<file path="src/rtl/uart_cmd_ctrl_if.sv">
// Byte stream from the UART receiver and the register-write/status side of the command sequencer.
// rx_valid carries a new byte on each rising edge; output pulses (reg_wr_en, pkt_ok, pkt_err) last one cycle.
interface uart_cmd_ctrl_if;
    logic [7:0] rx_data;
    logic       rx_valid;
    logic       reg_wr_en;
    logic [3:0] reg_addr;
    logic [7:0] reg_wr_data;
    logic       pkt_ok;
    logic       pkt_err;
    logic       busy;
    logic [7:0] err_count;
    logic [1:0] dbg_state;

    modport master (
        output rx_data, rx_valid,
        input  reg_wr_en, reg_addr, reg_wr_data, pkt_ok, pkt_err, busy, err_count, dbg_state
    );

    modport slave (
        input  rx_data, rx_valid,
        output reg_wr_en, reg_addr, reg_wr_data, pkt_ok, pkt_err, busy, err_count, dbg_state
    );
endinterface

</file>
<file path="src/rtl/uart_cmd_ctrl.sv">
// Frames received bytes into SYNC/HDR/DATA/CHK packets, checks checksum and inter-byte timeout,
// and issues one-cycle config register writes; also owns the saturating RX error counter.
module uart_cmd_ctrl #(
    parameter int unsigned CLK_HZ        = 5_000_000,
    parameter int unsigned BAUD          = 9600,
    parameter int unsigned TIMEOUT_BYTES = 2,
    parameter logic [7:0]  SYNC_BYTE     = 8'hA5
) (
    input  logic            clock,
    input  logic            reset_n,
    uart_cmd_ctrl_if.slave  bus
);
    localparam int unsigned TIMEOUT_CYCLES = (CLK_HZ / BAUD) * 10 * TIMEOUT_BYTES;
    localparam int          TMO_W          = $clog2(TIMEOUT_CYCLES + 1);
    localparam logic [3:0]  CMD_WRITE      = 4'h1;
    localparam logic [3:0]  CMD_CLR_ERR    = 4'h2;

    typedef enum logic [1:0] {
        ST_IDLE = 2'd0,
        ST_HDR  = 2'd1,
        ST_DATA = 2'd2,
        ST_CHK  = 2'd3
    } state_e;

    state_e             state_q, state_d;
    logic               rx_valid_q;
    logic [7:0]         hdr_q, hdr_d;
    logic [7:0]         data_q, data_d;
    logic [TMO_W-1:0]   tmo_q, tmo_d;
    logic               wr_en_q, wr_en_d;
    logic [3:0]         addr_q, addr_d;
    logic [7:0]         wr_data_q, wr_data_d;
    logic               ok_q, ok_d;
    logic               err_q, err_d;
    logic               busy_q, busy_d;
    logic [7:0]         err_cnt_q, err_cnt_d;
    logic               clr_d;
    logic               acc;
    logic               cmd_legal;
    logic               tmo_hit;

    // A level-held rx_valid counts as a single byte.
    assign acc       = bus.rx_valid & ~rx_valid_q;
    assign cmd_legal = (bus.rx_data[7:4] == CMD_WRITE) || (bus.rx_data[7:4] == CMD_CLR_ERR);
    assign tmo_hit   = (tmo_q == TMO_W'(TIMEOUT_CYCLES - 1));

    always_comb begin
        state_d   = state_q;
        hdr_d     = hdr_q;
        data_d    = data_q;
        addr_d    = addr_q;
        wr_data_d = wr_data_q;
        wr_en_d   = 1'b0;
        ok_d      = 1'b0;
        err_d     = 1'b0;
        clr_d     = 1'b0;
        tmo_d     = (state_q == ST_IDLE || acc) ? '0 : tmo_q + 1'b1;

        case (state_q)
            ST_IDLE: begin
                if (acc && bus.rx_data == SYNC_BYTE) state_d = ST_HDR;
            end
            ST_HDR: begin
                if (acc) begin
                    hdr_d = bus.rx_data;
                    if (cmd_legal) begin
                        state_d = ST_DATA;
                    end else begin
                        err_d   = 1'b1;
                        state_d = ST_IDLE;
                    end
                end
            end
            ST_DATA: begin
                if (acc) begin
                    data_d  = bus.rx_data;
                    state_d = ST_CHK;
                end
            end
            ST_CHK: begin
                if (acc) begin
                    state_d = ST_IDLE;
                    if (bus.rx_data == (hdr_q ^ data_q)) begin
                        ok_d = 1'b1;
                        if (hdr_q[7:4] == CMD_WRITE) begin
                            wr_en_d   = 1'b1;
                            addr_d    = hdr_q[3:0];
                            wr_data_d = data_q;
                        end else begin
                            clr_d = 1'b1;
                        end
                    end else begin
                        err_d = 1'b1;
                    end
                end
            end
            default: state_d = ST_IDLE;
        endcase

        // A byte arriving on the expiry cycle wins over the timeout.
        if (state_q != ST_IDLE && !acc && tmo_hit) begin
            err_d   = 1'b1;
            state_d = ST_IDLE;
            tmo_d   = '0;
        end

        err_cnt_d = err_cnt_q;
        if (clr_d) begin
            err_cnt_d = 8'h00;
        end else if (err_d && err_cnt_q != 8'hFF) begin
            err_cnt_d = err_cnt_q + 8'h01;
        end

        busy_d = (state_d != ST_IDLE);
    end

    always_ff @(posedge clock or negedge reset_n) begin
        if (!reset_n) begin
            state_q    <= ST_IDLE;
            rx_valid_q <= 1'b0;
            hdr_q      <= 8'h00;
            data_q     <= 8'h00;
            tmo_q      <= '0;
            wr_en_q    <= 1'b0;
            addr_q     <= 4'h0;
            wr_data_q  <= 8'h00;
            ok_q       <= 1'b0;
            err_q      <= 1'b0;
            busy_q     <= 1'b0;
            err_cnt_q  <= 8'h00;
        end else begin
            state_q    <= state_d;
            rx_valid_q <= bus.rx_valid;
            hdr_q      <= hdr_d;
            data_q     <= data_d;
            tmo_q      <= tmo_d;
            wr_en_q    <= wr_en_d;
            addr_q     <= addr_d;
            wr_data_q  <= wr_data_d;
            ok_q       <= ok_d;
            err_q      <= err_d;
            busy_q     <= busy_d;
            err_cnt_q  <= err_cnt_d;
        end
    end

    assign bus.reg_wr_en   = wr_en_q;
    assign bus.reg_addr    = addr_q;
    assign bus.reg_wr_data = wr_data_q;
    assign bus.pkt_ok      = ok_q;
    assign bus.pkt_err     = err_q;
    assign bus.busy        = busy_q;
    assign bus.err_count   = err_cnt_q;
    assign bus.dbg_state   = state_q;
endmodule

</file>
<file path="src/flat_wrapper.sv">
// flat-port wrapper written by rule: the top's interface ports become plain ports
module uart_cmd_ctrl_flat 
#(
    parameter int unsigned CLK_HZ        = 5_000_000,
    parameter int unsigned BAUD          = 9600,
    parameter int unsigned TIMEOUT_BYTES = 2,
    parameter logic [7:0]  SYNC_BYTE     = 8'hA5
)
  (clock, reset_n, bus_rx_data, bus_rx_valid, bus_reg_wr_en, bus_reg_addr, bus_reg_wr_data, bus_pkt_ok, bus_pkt_err, bus_busy, bus_err_count, bus_dbg_state);
  uart_cmd_ctrl_if bus_i ();
  input  logic clock;
  input  logic reset_n;
  input wire logic [$bits(bus_i.rx_data)-1:0] bus_rx_data;
  input wire logic [$bits(bus_i.rx_valid)-1:0] bus_rx_valid;
  output wire logic [$bits(bus_i.reg_wr_en)-1:0] bus_reg_wr_en;
  output wire logic [$bits(bus_i.reg_addr)-1:0] bus_reg_addr;
  output wire logic [$bits(bus_i.reg_wr_data)-1:0] bus_reg_wr_data;
  output wire logic [$bits(bus_i.pkt_ok)-1:0] bus_pkt_ok;
  output wire logic [$bits(bus_i.pkt_err)-1:0] bus_pkt_err;
  output wire logic [$bits(bus_i.busy)-1:0] bus_busy;
  output wire logic [$bits(bus_i.err_count)-1:0] bus_err_count;
  output wire logic [$bits(bus_i.dbg_state)-1:0] bus_dbg_state;
  assign bus_i.rx_data = bus_rx_data;
  assign bus_i.rx_valid = bus_rx_valid;
  assign bus_reg_wr_en = bus_i.reg_wr_en;
  assign bus_reg_addr = bus_i.reg_addr;
  assign bus_reg_wr_data = bus_i.reg_wr_data;
  assign bus_pkt_ok = bus_i.pkt_ok;
  assign bus_pkt_err = bus_i.pkt_err;
  assign bus_busy = bus_i.busy;
  assign bus_err_count = bus_i.err_count;
  assign bus_dbg_state = bus_i.dbg_state;
  uart_cmd_ctrl #(.CLK_HZ(CLK_HZ), .BAUD(BAUD), .TIMEOUT_BYTES(TIMEOUT_BYTES), .SYNC_BYTE(SYNC_BYTE)) u_core (.clock(clock), .reset_n(reset_n), .bus(bus_i));
endmodule
</file>
<file path="config.mk">
export PLATFORM = sky130hd
export DESIGN_NAME = uart_cmd_ctrl_flat
export DESIGN_NICKNAME = d
export VERILOG_FILES = /design/src/rtl/uart_cmd_ctrl_if.sv /design/src/rtl/uart_cmd_ctrl.sv /design/src/flat_wrapper.sv
export SDC_FILE = /design/constraint.sdc
export NUM_CORES = 1
export LEC_CHECK = 0
export ABC_AREA = 1
export ABC_CLOCK_PERIOD_IN_PS = 2400
export CAP_MARGIN = 20
export CORE_ASPECT_RATIO = 0.5
export CORE_MARGIN = 4
export CORE_UTILIZATION = 60
export CTS_CLUSTER_SIZE = 24
export DETAILED_ROUTE_END_ITERATION = 8
export PLACE_DENSITY = 0.85
export SYNTH_ARGS = -nofsm -noshare
export SYNTH_HDL_FRONTEND = slang
export SYNTH_SLANG_ARGS = --single-unit
</file>
<file path="constraint.sdc">
create_clock -name clock -period 2.4 [get_ports clock]
set_input_delay 0.6 -clock clock [delete_from_list [all_inputs] [get_ports clock]]
set_output_delay 0.6 -clock clock [all_outputs]
set_load 0.05 [all_outputs]
</file>
# After elaboration in Yosys (flattened, before gate mapping)
# Cells that the tools add are included.
dict set report totals {
  reg_bits 57
  input_bits 11
  out_inout_bits 26
  elab_cells 69
}
dict set report op_classes {
  add_sub_neg 2
  n_eq_ne 10
  mux 28
  n_bitwise 3
  n_reduce_logical 14
}
# cell n
set op_table {}
lappend op_table {{$mux 14} 2}
lappend op_table {{$mux 1} 16}
lappend op_table {{$mux 8} 2}
lappend op_table {{$add 14x1->14 const B} 1}
lappend op_table {{$eq 14x14->1 const B} 1}
lappend op_table {{$mux 2} 6}
lappend op_table {{$add 8x1->8 const B} 1}
lappend op_table {{$eq 4x1->1 const B} 2}
lappend op_table {{$eq 8x8->1} 1}
lappend op_table {{$eq 8x8->1 const B} 1}
lappend op_table {{$ne 8x8->1 const B} 1}
lappend op_table {{$pmux 2 s4} 1}
lappend op_table {{$xor 8x8->8} 1}
lappend op_table {{$reduce_bool 2->1} 3}
lappend op_table {{$eq 2x2->1 const B} 2}
lappend op_table {{$eq 4x2->1 const B} 1}
lappend op_table {{$logic_and 1x1->1} 4}
lappend op_table {{$reduce_and 2->1} 2}
lappend op_table {{$reduce_and 4->1} 1}
lappend op_table {{$eq 2x1->1 const B} 1}
lappend op_table {{$logic_not 2->1} 1}
lappend op_table {{$logic_or 1x1->1} 2}
lappend op_table {{$pmux 1 s2} 1}
lappend op_table {{$and 1x1->1} 1}
lappend op_table {{other kinds (2)} 2}

# Longest topological paths before layout
# Gate-level depths: netlist of the first run.
dict set report logic_depth {
  word_depth 9
  ltp_mapped 13
  ltp_nobuf 13
}

# Worst setup path after synthesis of the first run
# OpenSTA, ideal clock, no wires.
dict set report synth_timing {
  kind {register -> register}
  startpoint {reg u_core.err_cnt_q[0] (netlist: u_core.bus.err_count[0])}
  endpoint {reg u_core.err_cnt_q[0] (netlist: u_core.bus.err_count[0])}
  setup_ps 119
  t_arrival_ps 1859
  slack_ps 422
  stages_incl_launch_ff 9
  period_less_slack_ps 1978
  path_cell_list {dfrtp_1 ha_1 nand3_1 nor3b_1 nand3_1 nand3_2 nand2_4 nand2_1 nand2_1}
}
dict set report synth_via {
  elab_chain_cells 3
  elab_cells_between_ends 6
  classes_between {add/sub (1); eq/ne (1); mux (2); reduce/logical (2)}
}
# element line
set synth_rtl {}
lappend synth_rtl {{start, declared} uart_cmd_ctrl.sv:36} ;# logic [7:0] err_cnt_q, err_cnt_d;
lappend synth_rtl {{start signal, assigned} uart_cmd_ctrl.sv:143} ;# err_cnt_q <= err_cnt_d;
lappend synth_rtl {{$add 8x1->8 or $ne 8x8->1 (tied branches)} {uart_cmd_ctrl.sv:111, uart_cmd_ctrl.sv:110}}
lappend synth_rtl {{$mux 8 or $logic_and 1x1->1 (tied branches)} uart_cmd_ctrl.sv:110} ;# end else if (err_d && err_cnt_q != 8'hFF) begin
lappend synth_rtl {{$mux 8 or $reduce_bool 2->1 (tied branches)} n/a}
# Several ways; a longest one is shown, not always the timed one. The select of a mux whose other input is x is not followed.
# A chain may end at the register's enable or synchronous reset.

# Final worst setup path of the first run
dict set report layout_timing {
  startpoint {reg u_core.err_cnt_q[6] (netlist: u_core.bus.err_count[6])}
  endpoint {out bus_err_count[6]}
}
# element line
set layout_rtl {}
lappend layout_rtl {{end, declared} flat_wrapper.sv:21} ;# output wire logic [$bits(bus_i.err_count)-1:0] bus_err_count;
# No word-level cell between the ends.

==> results of run 1 <==
==> layout by cell type (no fill, tap or decap), types with 3 or more instances in the layout <==
| master | count |
|---|---|
| nand2_1 | 109 |
| dfrtp_1 | 57 |
| inv_1 | 43 |
| clkdlybuf4s50_1 | 35 |
| nand3_1 | 32 |
| nor2_1 | 24 |
| o21ai_0 | 19 |
| nand2_2 | 14 |
| o21ai_2 | 13 |
| clkbuf_8 | 12 |
| a21oi_1 | 8 |
| inv_2 | 8 |
| nor2_2 | 5 |
| nand3_2 | 4 |
| nor3_1 | 4 |
| xor2_1 | 4 |
| buf_4 | 4 |
| nor4_1 | 3 |
| xnor2_1 | 3 |
| nand4_1 | 3 |
==> worst register-to-register path, delay by kind of cell (launching register included) <==
| family | cells | cell delay [ns] |
|---|---|---|
| AND/OR/NAND/NOR | 7 | 1.13 |
| flip-flops | 1 | 0.42 |
| adder cells (fa/ha/maj) | 1 | 0.21 |
==> cells by family (layout without fill, tap and decap cells) <==
| group | count (synthesis) | after routing | share of synthesized area [%] |
|---|---|---|---|
| AOI/OAI and AO/OA | 46 | 46 | 9.66 |
| xor gates and xnor gates | 7 | 7 | 2.03 |
| adders and majority gates | 2 | 2 | 0.829 |
| buffers and inverters | 55 | 109 | 7.34 |
| DFF | 57 | 57 | 47.3 |
| and+or+nand+nor | 209 | 209 | 32.8 |
==> final cells by class <==
class / count / area share [%]
well taps: 66 / 2.23
flip-flops and latches: 57 / 38.5
inverters: 51 / 5.17
repair buffers: 42 / 11.5
clock buffers: 14 / 4.66
clock inverters: 2 / 0.946
multi-input cells: 264 / 37.0
==> metrics by stage <==
step                cells  util [%]
floorplan             376         -
global placement      480      75.7
detailed placement    480      75.7
CTS                   496      80.2
global route          496      80.2
finish                496      80.2
==> per-layer routing <==
metal	vias up	share of wire (%)	GRT usage (%)
li1	1307	-	-
met1	1242	42	30.2
met2	103	50	40.1
met3	9	7.4	5.45
met4	0	1.1	8.27
met5	-	0	0
==> flip-flops by register name, summed over array words and instances, names as in the netlist <==
signal,flops
u_core.bus.pkt_err,1
u_core.bus.pkt_ok,1
u_core.bus.busy,1
u_core.bus.reg_wr_en,1
u_core.bus.reg_addr,4
u_core.bus.err_count,8
u_core.data_q,8
u_core.tmo_q,14
u_core.bus.dbg_state,2
u_core.hdr_q,8
u_core.rx_valid_q,1
u_core.bus.reg_wr_data,8
==> path summary, 6_finish.rpt <==
| kind | end | slack (ns) |
|---|---|---|
| max | bus_err_count[6] | 0.17 |
| min | u_core.bus.reg_wr_data[4] | 0.30 |
| max reg2reg | u_core.bus.err_count[7] | 0.52 |
| min reg2reg | u_core.bus.reg_wr_data[4] | 0.48 |
| max in group asynchronous | u_core.data_q[5] | 1.51 |
| min in group clock | u_core.bus.reg_wr_data[4] | 0.48 |
==> where the power goes <==
part	switching (mW)	total [mW]	internal (mW)
Clock	0.362	0.925	0.564
Combinational	0.907	1.36	0.455
Sequential	0.213	1.38	1.17
==> impl_metrics.env, run 1 <==
export IMPL_core_area_sq_um=4620
export IMPL_seqCellArea_sq_um=1430
export IMPL_ir_drop_uv=576
export IMPL_rsz0062_at_grt="no"
export IMPL_cp_arrival_ns=1.63
export IMPL_fin_area_sq_um=3700
export IMPL_max_cap_violations=0
export IMPL_syn_avg_cell_area_sq_um=8.02
export IMPL_vias=2661
export IMPL_slowest_delay_ns=0.85
export IMPL_fill_cells=305
export IMPL_cp_startpoint="u_core.bus.err_count[6]"
export IMPL_path_cells="clkdlybuf4s50_1"
export IMPL_route_detailed_drc=0
export IMPL_grt_max_degree=31
export IMPL_first_pass_iters=5
export IMPL_insertion_delay_ns=0.33
export IMPL_yosys_warnings=0
export IMPL_drt_iter0_drc=197
export IMPL_drive_gt1_share_pct=16.7
export IMPL_finalSetupViolCount=0
export IMPL_period_minus_slack_ns=2.23
export IMPL_synth_most_common_cell="nand2_1"
export IMPL_p_total_mw=3.67
export IMPL_ys_types=33
export IMPL_dieArea_sq_um=6300
export IMPL_multi_input_comb_area_sq_um=1370
export IMPL_crit_cells=1
export IMPL_grt_pass1_vias=2511
export IMPL_layout_nets=438
export IMPL_syn_instance_count=376
export IMPL_critical_path_class="flop to primary output"
export IMPL_dieWidth_um=108
export IMPL_dpl_hpwl_mm=5.00
export IMPL_yosysTopAreaCell="dfrtp_1"
export IMPL_cp_num_buf_inv=1
export IMPL_tightest_slew_ns=0.666
export IMPL_antenna_found_initial=0
export IMPL_syn_num_nets=389
export IMPL_start_kind="flop"
export IMPL_ys_seq_area_share_pct=47.3
export IMPL_pin_count=37
export IMPL_hold_class="primary input to asynchronous set/reset pin"
export IMPL_clockBufferDepth=2
export IMPL_slew_violations=0
export IMPL_track_usage_pct=23.6
export IMPL_path_delay_family="buffers and inverters"
export IMPL_hold_viol=0
export IMPL_post_cts_buffers=0
export IMPL_timing_final_ws_setup_ns=0.175
export IMPL_clk_pin_slew_ns=0.06
export IMPL_leakage_nw=1.84
export IMPL_synth_edf_count=0
export IMPL_placed_cell_area_sq_um=3490
export IMPL_cp_max_fo=5
export IMPL_rows=17
export IMPL_synth_top_cell_area_share_pct=47.3
export IMPL_async_flop_share_pct=100
export IMPL_cts_hold_fix_buffers=0
export IMPL_synth_ff_type="dfrtp_1"
export IMPL_synthTopCellsByArea="dfrtp_1 47%, nand2_1 14%, inv_1 5.4%"
export IMPL_yosys_register_bits=57
export IMPL_overflow=0
export IMPL_hold_ws_ns=0.300
export IMPL_cts_tree="yes"
export IMPL_slew_headroom_pct=55.6
export IMPL_reg2reg_depth=8
export IMPL_status="finished, final reports clean"
export IMPL_fmax_mhz=449
export IMPL_cts_max_level=3
export IMPL_die_height_um=58.1
export IMPL_routed_wl_mm=6.84
export IMPL_synth_area_sq_um=3020
export IMPL_root_buffer="clkbuf_8"
export IMPL_p_per_area_nw_per_um2=991
export IMPL_diodes=0
export IMPL_slowest_stage="clkdlybuf4s50_1"
export IMPL_dp_slack_ns=0.0710
export IMPL_skew_ns=0.00525
export IMPL_viasPerCell=5.36
export IMPL_post_cts_resized=0
export IMPL_cp_end_kind="primary output"
export IMPL_finalCritPeriodShare_pct=92.7
export IMPL_ant_nets=0
export IMPL_crit_required_ns=1.80
export IMPL_area_delta_synth_final_pct=22.7
export IMPL_reg2reg_from="u_core.bus.err_count[0]"
export IMPL_wl_per_cell_um=13.8
export IMPL_setup_tns_ns=0
export IMPL_port_buffers=36
export IMPL_cts_sinks=57
export IMPL_grt_pass1_wl_mm=11.5
export IMPL_gp_congestion=0.859
export IMPL_numCtsBuffers=9
export IMPL_synthTopCellsByCount="109 x nand2_1, 57 x dfrtp_1, 43 x inv_1"
export IMPL_start_util_pct=65.4
No activity file was read; power rests on OpenSTA's default activity.
==> inputs of run 2 (changes only) <==
--- a/config.mk
+++ b/config.mk
@@ -17,3 +17,4 @@
 export SYNTH_ARGS = -nofsm -noshare
 export SYNTH_HDL_FRONTEND = slang
 export SYNTH_SLANG_ARGS = --single-unit
+export TNS_END_PERCENT = 30
==> results of run 2 <==
Final layout, timing and power as in run 1 (identical DEF).
==> inputs of run 3 (changes only) <==
--- a/config.mk
+++ b/config.mk
@@ -6,14 +6,14 @@
 export NUM_CORES = 1
 export LEC_CHECK = 0
 export ABC_AREA = 1
-export ABC_CLOCK_PERIOD_IN_PS = 2400
+export ABC_CLOCK_PERIOD_IN_PS = 2100
 export CAP_MARGIN = 20
 export CORE_ASPECT_RATIO = 0.5
 export CORE_MARGIN = 4
-export CORE_UTILIZATION = 60
+export CORE_UTILIZATION = 46
 export CTS_CLUSTER_SIZE = 24
 export DETAILED_ROUTE_END_ITERATION = 8
-export PLACE_DENSITY = 0.85
+export PLACE_DENSITY = 0.68
 export SYNTH_ARGS = -nofsm -noshare
 export SYNTH_HDL_FRONTEND = slang
 export SYNTH_SLANG_ARGS = --single-unit
==> constraint.sdc (replaced) <==
create_clock -name clock -period 2.1 [get_ports clock]
set_input_delay 0.525 -clock clock [delete_from_list [all_inputs] [get_ports clock]]
set_output_delay 0.525 -clock clock [all_outputs]
set_load 0.05 [all_outputs]
==> run 3 against run 2 <==
Effect of this change: combinational power rose by 14%; critical path depth stayed put; non-clock buffer count up 16; utilization down 17 points; first-iteration DRC count shrank 20%; total power increased by 21%; global-route usage decreased by 4.1 points; die area is 27% higher; clock power is 43% higher; clock skew about the same; cell count is 7.7% higher.
==> impl_metrics.env, run 3 (same netlist as run 1, synthesis figures left out) <==
export IMPL_cts_tree="yes"
export IMPL_internal_power_mw=2.73
export IMPL_skew_ns=0.00541
export IMPL_post_cts_buffers=0
export IMPL_cp_end_kind="primary output"
export IMPL_largest_register="u_core.tmo_q"
export IMPL_routed_wl_mm=6.71
export IMPL_vias=2559
export IMPL_viasPerCell=4.79
export IMPL_pwr_share_clk_pct=29.6
export IMPL_placed_cell_area_sq_um=3620
export IMPL_cts_hold_fix_buffers=0
export IMPL_period_minus_slack_ns=2.02
export IMPL_route_detailed_drc=0
export IMPL_cts_sinks=57
export IMPL_leakage_nw=2.00
export IMPL_path_cells="clkdlybuf4s50_1"
export IMPL_pwr_share_comb_pct=34.8
export IMPL_slew_headroom_pct=54.1
export IMPL_largest_register_ffs=14
export IMPL_fmax_mhz=494
export IMPL_start_kind="flop"
export IMPL_final_common_cell="nand2_1"
export IMPL_critical_path_class="flop to primary output"
export IMPL_crit_cells=1
export IMPL_track_usage_pct=19.6
export IMPL_r2r_slack_ns=0.28
export IMPL_cp_arrival_ns=1.50
export IMPL_die_height_um=65.3
export IMPL_path_delay_family="buffers and inverters"
export IMPL_reg2reg_depth=8
export IMPL_hold_ws_ns=0.241
export IMPL_rsz0062_at_grt="no"
export IMPL_clockBufferDepth=2
export IMPL_ant_nets=0
export IMPL_layout_nets=454
export IMPL_numCtsBuffers=9
export IMPL_drive_gt1_share_pct=21.5
export IMPL_reg2reg_from="u_core.bus.err_count[0]"
export IMPL_cts_max_level=3
export IMPL_tightest_slew_ns=0.688
export IMPL_setup_tns_ns=0
export IMPL_area_delta_synth_final_pct=29.4
export IMPL_rows=20
export IMPL_cp_num_buf_inv=1
export IMPL_grt_max_degree=30
export IMPL_root_buffer="clkbuf_16"
export IMPL_cp_max_fo=2
export IMPL_grt_pass1_wl_mm=11.9
export IMPL_dieWidth_um=123
export IMPL_insertion_delay_ns=0.33
export IMPL_clk_pin_slew_ns=0.05
export IMPL_dieArea_sq_um=8000
export IMPL_seq_power_share_pct=35.6
export IMPL_endpoint="bus_reg_addr[2]"
export IMPL_p_total_mw=4.45
export IMPL_status="finished, final reports clean"
export IMPL_overflow=0
export IMPL_swShare_pct=38.7
export IMPL_max_cap_violations=0
export IMPL_crit_required_ns=1.57
export IMPL_finalSetupViolCount=0
export IMPL_cp_startpoint="u_core.bus.reg_addr[2]"
export IMPL_port_buffers=36
export IMPL_slowest_stage="clkdlybuf4s50_1"
export IMPL_slew_violations=0
export IMPL_final_cell_mix="109 x nand2_1, 57 x dfrtp_1, 43 x inv_1, 32 x nand3_1, 28 x buf_4"
export IMPL_ir_drop_uv=523
export IMPL_finalCritPeriodShare_pct=96.4
export IMPL_p_switching_mw=1.72
export IMPL_start_util_pct=48.6
export IMPL_pin_count=37
export IMPL_fin_area_sq_um=3900
export IMPL_first_pass_iters=4
export IMPL_diodes=0
export IMPL_grt_pass1_vias=2587
export IMPL_timing_final_ws_setup_ns=0.0759
export IMPL_drt_iter0_drc=157
export IMPL_dp_slack_ns=-0.163
export IMPL_slowest_delay_ns=0.81
export IMPL_gp_congestion=0.865
export IMPL_hold_viol=0
export IMPL_antenna_found_initial=0
export IMPL_wl_per_cell_um=12.6
export IMPL_p_per_area_nw_per_um2=1140
export IMPL_r2r_end="u_core.bus.err_count[6]"
export IMPL_dpl_hpwl_mm=5.12
export IMPL_hold_class="primary input to asynchronous set/reset pin"
export IMPL_core_area_sq_um=6210
==> run 3: worst register-to-register path: cells and delay by family (launching register included) <==
kind / cells / cell delay [ns]
fa+ha+maj: 1 / 0.21
flops: 1 / 0.41
simple gates: 7 / 1.09
==> run 3: worst min path at each step <==
stage / from / to / slack (ns) / cells past startpoint
after floorplan: reset_n / u_core.bus.busy / 0.23 / 0
after global placement: u_core.bus.reg_wr_data[4] / u_core.bus.reg_wr_data[4] / 0.47 / 2
after detailed placement: u_core.bus.reg_wr_data[2] / u_core.bus.reg_wr_data[2] / 0.47 / 2
after CTS: reset_n / u_core.hdr_q[0] / 0.26 / 1
after global routing: reset_n / u_core.hdr_q[0] / 0.30 / 1
final: reset_n / u_core.hdr_q[0] / 0.24 / 1
==> run 3: power by group through the flow <==
stage	logic [mW]	registers (mW)	clock network, mW
6_report	1.55	1.58	1.32
5_1_grt	1.76	1.62	1.43
4_1_cts	1.56	1.58	1.36
3_5_place_dp	1.55	1.60	0
3_3_place_gp	1.51	1.58	0
2_1_floorplan	0.877	1.77	0
==> run 3: layout make-up <==
cell class | count | area, sq um
Fill cell | 565 | 2300
Clock buffer | 13 | 260
Clock inverter | 3 | 15.0
Multi-Input combinational cell | 264 | 1370
Inverter | 51 | 191
Tap cell | 88 | 110
Timing Repair Buffer | 58 | 531
Sequential cell | 57 | 1430
==> run 3: what timing repair did <==
item,CTS,global route
endpoints found under the setup margin,0,2
gates resized for setup,0,2
hold endpoints to repair,0,0
==> run 3: stage by stage <==
step / instances / util [%]
final: 534 / 62.9
after floorplan: 376 / -
after global placement: 518 / 58.4
after global routing: 534 / 62.9
after detailed placement: 518 / 58.4
after CTS: 534 / 62.8
==> run 3: metal layers <==
metal / global-route usage (%) / vias to the layer above / wire length [um] / part of all wire, %
li1: - / 1333 / - / -
met2: 30.9 / 50 / 3000 / 45
met1: 24.8 / 1168 / 3210 / 48
met4: 6.69 / 0 / 80 / 1.2
met5: 0 / - / 0 / 0
met3: 7.57 / 8 / 415 / 6.2
